[src/rtl/arbitro_leds.sv]
// Two-button front end for the green/red LED toggle: per-channel sync, debounce and
// sticky request, then a round-robin grant followed by a hold-off window.
module arbitro_leds #(
   parameter int DEBOUNCE_CICLOS = 4,
   parameter int HOLDOFF_CICLOS  = 3
) (
   input  logic       clock,
   input  logic       reset_n,
   input  logic [1:0] botao,
   output logic       ledVerde,
   output logic       ledVermelho,
   output logic [1:0] concedido,
   output logic [1:0] pendente,
   output logic       ocupado
);

   localparam int DW = (DEBOUNCE_CICLOS > 1) ? $clog2(DEBOUNCE_CICLOS + 1) : 1;
   localparam int HW = (HOLDOFF_CICLOS > 1) ? $clog2(HOLDOFF_CICLOS + 1) : 1;

   typedef enum logic {VERDE = 1'b0, VERMELHO = 1'b1} estado_t;

   logic [1:0]         sync1_q, sync2_q;
   logic [1:0]         nivel_q, nivel_d;
   logic [1:0]         nivel_ant_q;
   logic [1:0][DW-1:0] cnt_q, cnt_d;
   logic [1:0]         pend_q, pend_d;
   logic [HW-1:0]      espera_q, espera_d;
   logic               ultimo_q, ultimo_d;
   estado_t            estado_q, estado_d;
   logic [1:0]         conc_q, conc_d;
   logic               ocup_q, ocup_d;
   logic               verde_q, verde_d;
   logic               vermelho_q, vermelho_d;
   logic [1:0]         sobe;
   logic [1:0]         gnt;

   always_comb begin
      nivel_d = nivel_q;
      cnt_d   = cnt_q;
      for (int unsigned i = 0; i < 2; i++) begin
         if (sync2_q[i] != nivel_q[i]) begin
            if (cnt_q[i] == DW'(DEBOUNCE_CICLOS - 1)) begin
               nivel_d[i] = sync2_q[i];
               cnt_d[i]   = '0;
            end else begin
               cnt_d[i] = cnt_q[i] + 1'b1;
            end
         end else begin
            cnt_d[i] = '0;
         end
      end

      sobe = nivel_q & ~nivel_ant_q;

      // On a tie the channel not served last wins
      gnt = '0;
      if (espera_q == '0 && pend_q != '0) begin
         if (pend_q == 2'b11) gnt = ultimo_q ? 2'b01 : 2'b10;
         else                 gnt = pend_q;
      end

      // A new rising edge overrides the clear of the channel being served
      pend_d   = (pend_q & ~gnt) | sobe;
      ultimo_d = ultimo_q;
      estado_d = estado_q;
      espera_d = espera_q;
      if (gnt != '0) begin
         ultimo_d = gnt[1];
         estado_d = (estado_q == VERDE) ? VERMELHO : VERDE;
         espera_d = HW'(HOLDOFF_CICLOS);
      end else if (espera_q != '0) begin
         espera_d = espera_q - 1'b1;
      end

      conc_d     = gnt;
      ocup_d     = (espera_d != '0);
      verde_d    = (estado_d == VERDE);
      vermelho_d = (estado_d == VERMELHO);
   end

   always_ff @(posedge clock or negedge reset_n) begin
      if (!reset_n) begin
         sync1_q     <= '0;
         sync2_q     <= '0;
         nivel_q     <= '0;
         nivel_ant_q <= '0;
         cnt_q       <= '0;
         pend_q      <= '0;
         espera_q    <= '0;
         ultimo_q    <= 1'b1;
         estado_q    <= VERDE;
         conc_q      <= '0;
         ocup_q      <= 1'b0;
         verde_q     <= 1'b1;
         vermelho_q  <= 1'b0;
      end else begin
         sync1_q     <= botao;
         sync2_q     <= sync1_q;
         nivel_q     <= nivel_d;
         nivel_ant_q <= nivel_q;
         cnt_q       <= cnt_d;
         pend_q      <= pend_d;
         espera_q    <= espera_d;
         ultimo_q    <= ultimo_d;
         estado_q    <= estado_d;
         conc_q      <= conc_d;
         ocup_q      <= ocup_d;
         verde_q     <= verde_d;
         vermelho_q  <= vermelho_d;
      end
   end

   assign ledVerde    = verde_q;
   assign ledVermelho = vermelho_q;
   assign concedido   = conc_q;
   assign pendente    = pend_q;
   assign ocupado     = ocup_q;

endmodule

[config.mk]
export PLATFORM = sky130hd
export DESIGN_NAME = arbitro_leds
export DESIGN_NICKNAME = d
export VERILOG_FILES = /design/src/rtl/arbitro_leds.sv
export SDC_FILE = /design/constraint.sdc
export NUM_CORES = 1
export LEC_CHECK = 0
export ABC_AREA = 1
export BUFFER_PORTS_ARGS = -buffer_cell sky130_fd_sc_hd__buf_2
export CORE_ASPECT_RATIO = 0.75
export CORE_MARGIN = 2
export CORE_UTILIZATION = 36
export CTS_CLUSTER_SIZE = 8
export DETAILED_ROUTE_END_ITERATION = 8
export PLACE_DENSITY = 0.63
export SYNTH_ARGS = -nofsm -noshare
export SYNTH_HDL_FRONTEND = slang
export SYNTH_SLANG_ARGS = --single-unit
[constraint.sdc]
create_clock -name clock -period 1.25 [get_ports clock]
set_input_delay 0.125 -clock clock [delete_from_list [all_inputs] [get_ports clock]]
set_output_delay 0.125 -clock clock [all_outputs]
set_load 0.05 [all_outputs]
==> summary by stage <==
Run status
The flow ran to the end, and the final reports show no timing, DRC or antenna violations.

Synth
The number of nets in the synthesized netlist is 83. Synthesis instantiated 16 different standard cells from the library. The cell type with the largest total area after synthesis is dfrtp_1.

The sequential cell area fraction in the yosys report is 69.45%. The area share of the largest cell type after synthesis is a little under two thirds. The count of mapped cells out of synthesis is 77. The total standard cell area after synthesis is 868.3 µm².

The post-synthesis average cell area is 11.28 µm². The count of synthesis-stage warnings from yosys is 0. Synthesis inferred 24 register bits. Yosys attributes the largest share of cell area to dfrtp_1, nand2_1, dfstp_2, inv_1, ha_1.

Timing
The minimum clock period is 1.204 ns. Once routing completed, OpenROAD measured the worst setup slack at 0.04596 ns. Setup repair after global routing left no endpoint under its margin. The final setup violation count is 0. In this run the tightest slew margin relative to its limit is 65.82%.

The final hold violation count is 0. The final worst clock skew is 0.001208 ns. The total count of max-transition violations in the final report was 0. For the final routed database, the setup TNS stands at 0 ns.

The fmax is a little over 0.8 GHz. For the pin with the worst max-slew slack, the measured transition is ~0.5 ns. In the finished design, the share of the clock period the worst path needs comes to 96.32%.

Pwr
The part of the total power dissipated in the clock network is roughly an eighth. For this design the static power due to leakage is roughly 0.54 nW. The worst voltage drop across the vdd grid is 0.001064 V. Of the total power, registers draw 47.0%. Power spread over the standard cell area amounts to 2612 nW/µm².

For this design the total switching power over the nets is 1.147 mW. The internal power of the cells totals roughly 1.5 mW. The relative contribution of combinational cells to total power is 40.4%.

The proportion of total power due to net switching is 43.16%.

Clocking
The clock reaches the later pin of the worst-skew pair after 0.30 ns. The clock passes through at most 2 buffers. After clock tree synthesis, the clock-pin slew on the worst setup and hold paths is 0.12 ns.

TritonCTS built the clock tree. Hold repair after CTS inserted 3 buffers. Gates resized during post-CTS repair numbered 0. Counting every sink on the clock net gives 24.

The post-CTS setup buffer count is 0. The maximum level of the CTS H-tree is 1. The CTS buffer count is 3. The tree is rooted in a clkbuf_4.

Job
The tool flagged a number of max-cap violations equal to 0.

Critical path
The slowest stage of the critical path is the dfstp_2 cell. The worst setup path is captured at an output port. The arrival time of data at the critical path endpoint is 1.08 ns. The critical path goes through buf_2.

The depth of the worst register-to-register path is 4. STA puts the critical path data required time at 1.12 ns. STA classifies the critical path startpoint as a register. The category of the critical setup timing path is register to output port. The peak per-stage delay on the critical path is 0.53 ns.

The number of buffers and inverters on the critical path is 1. The cell family contributing the most delay on the critical path is flip-flops. In this run the number of cells on the critical path is 1. The peak fanout along the critical path is 1.

Cells and area
Of the cells placed in the final design, the portion with a size suffix greater than 1 is between 20% and 30%. Leaving out filler cells and counting taps, the final layout contains about 130. The layout net count is slightly above 100.

The summed area of non-filler cells in the final layout is 1017 µm². 0 antenna diodes ended up in the layout. The layout-stage area growth over the synthesis result is 17.15%.

Floorplanning
The die height is 46.54 µm. The I/O pin total is 11. The core region is 2290 µm². The row count is 15. The initial cell density of the core is approximately 38%. The die outline area is between 2000 and 3000 µm².

The chip width is 60.71 µm.

Routing
The count of routing violations after the opening detailed-route iteration is 20. In the final routed layout, each cell accounts on average for 9.344 µm. Dividing the detail-routed via count by the number of cells gives approximately 4.2. For this run, design rule violations remaining after detail routing come to 0.

The count of TritonRoute iterations in the first routing pass is 4. The routed design has 1196 µm of wire. In this run the remaining antenna-violating nets after routing total 0.

The routed layout has 534 vias.

Global route
The number of global-route vias before repair is roughly 510. For this run, the total global-route usage over all layers was measured as 10.56%. The first global-routing pass estimated 2125 µm of wire.

Entering global routing, the biggest net connects 25 pins. The global route total overflow is 0. The number of antenna violations at the first check in global routing is 0.

Placed design
Once detailed placement completed, the half-perimeter wirelength came to 876.1 µm. The placer's final routability congestion estimate is approximately 0.79. The setup slack at placement is roughly 0.22 ns. The placed instances occupy a cell area of 960.9 µm².

During placement, the flow inserted port buffers numbering 10. The number of placed instances, taps included, is 121.

Hold path
The path class of the tightest hold or removal check is input port to asynchronous set/reset pin.
==> metrics by stage <==
stage / util (%) / hold slack, ns / total power, mW
2_1_floorplan: - / -0.1706 / 2.105
3_3_place_gp: 41.97 / 0.1213 / 2.313
3_5_place_dp: 41.97 / 0.1294 / 2.354
4_1_cts: 44.43 / 0.3238 / 2.699
5_1_grt: 44.43 / 0.3566 / 2.875
6_report: 44.43 / 0.3099 / 2.657
==> cells in the mapped netlist (all sizes together) <==
library cell / number
nand2: 22
nand3: 2
ha: 2
nor2: 3
nor3: 4
inv: 13
o21ai: 4
dfstp: 2
xnor2: 2
dfrtp: 22
nand3b: 1
==> placed cells by master (no fill, tap or decap), types with 3 or more instances in the layout <==
cell type / count
dlygate4sd3_1: 3
nand2_2: 3
nand2_1: 18
clkbuf_4: 3
inv_1: 11
dfrtp_1: 22
o21ai_0: 3
buf_2: 10
nor3_1: 4
==> sequential cells by signal (all words and copies together) (netlist names) <==
name         cells
nivel_q          2
ledVerde         1
sync2_q          2
concedido        2
ledVermelho      1
nivel_ant_q      2
ocupado          1
sync1_q          2
cnt_q            6
espera_q         2
pendente         2
ultimo_q         1
==> worst paths after layout <==
path	slack, ns	start	endpoint
setup / recovery	0.05	ledVerde$_DFF_PN1_	ledVerde
hold reg to reg	0.37	sync1_q[1]$_DFF_PN0_	sync2_q[1]$_DFF_PN0_
max in group asynchronous	0.58	reset_n	ledVerde$_DFF_PN1_
min in group clock	0.37	sync1_q[1]$_DFF_PN0_	sync2_q[1]$_DFF_PN0_
setup reg to reg	0.21	cnt_q[0]$_DFF_PN0_	cnt_q[0]$_DFF_PN0_
hold / removal	0.31	reset_n	concedido[0]$_DFF_PN0_
==> power groups by stage <==
stage	clock [mW]	combinational (mW)	sequential (mW)
final	0.334	1.07	1.25
after global routing	0.385	1.20	1.29
after CTS	0.352	1.09	1.25
after detailed placement	0	1.08	1.27
after global placement	0	1.06	1.25
after floorplan	0	0.491	1.61
==> logic make-up after synthesis <==
logic type	count (synthesis)	share of synthesized area, %
buffers and inverters	13	5.620
flip-flops	24	69.45
AND/OR/NAND/NOR	32	17.72
adder cells (fa/ha/maj)	2	2.881
XOR/XNOR	2	2.018
AO/OA/AOI/OAI	4	2.304
==> layer usage <==
| layer | wire, µm | track usage, % |
|---|---|---|
| met1 | 557 | 11.99 |
| met2 | 587 | 18.71 |
| met4 | 0 | 1.304 |
| met3 | 51 | 5.056 |
| met5 | 0 | 0 |
==> cell type report <==
class	instances	area, µm²
inverters	13	48.80
multi-input cells	40	216.5
flip-flops and latches	24	603.1
fillers	221	1272
clock buffers	4	26.28
repair buffers	13	80.08
well taps	34	42.54
Note: power is estimated with default switching activity, not from simulation.
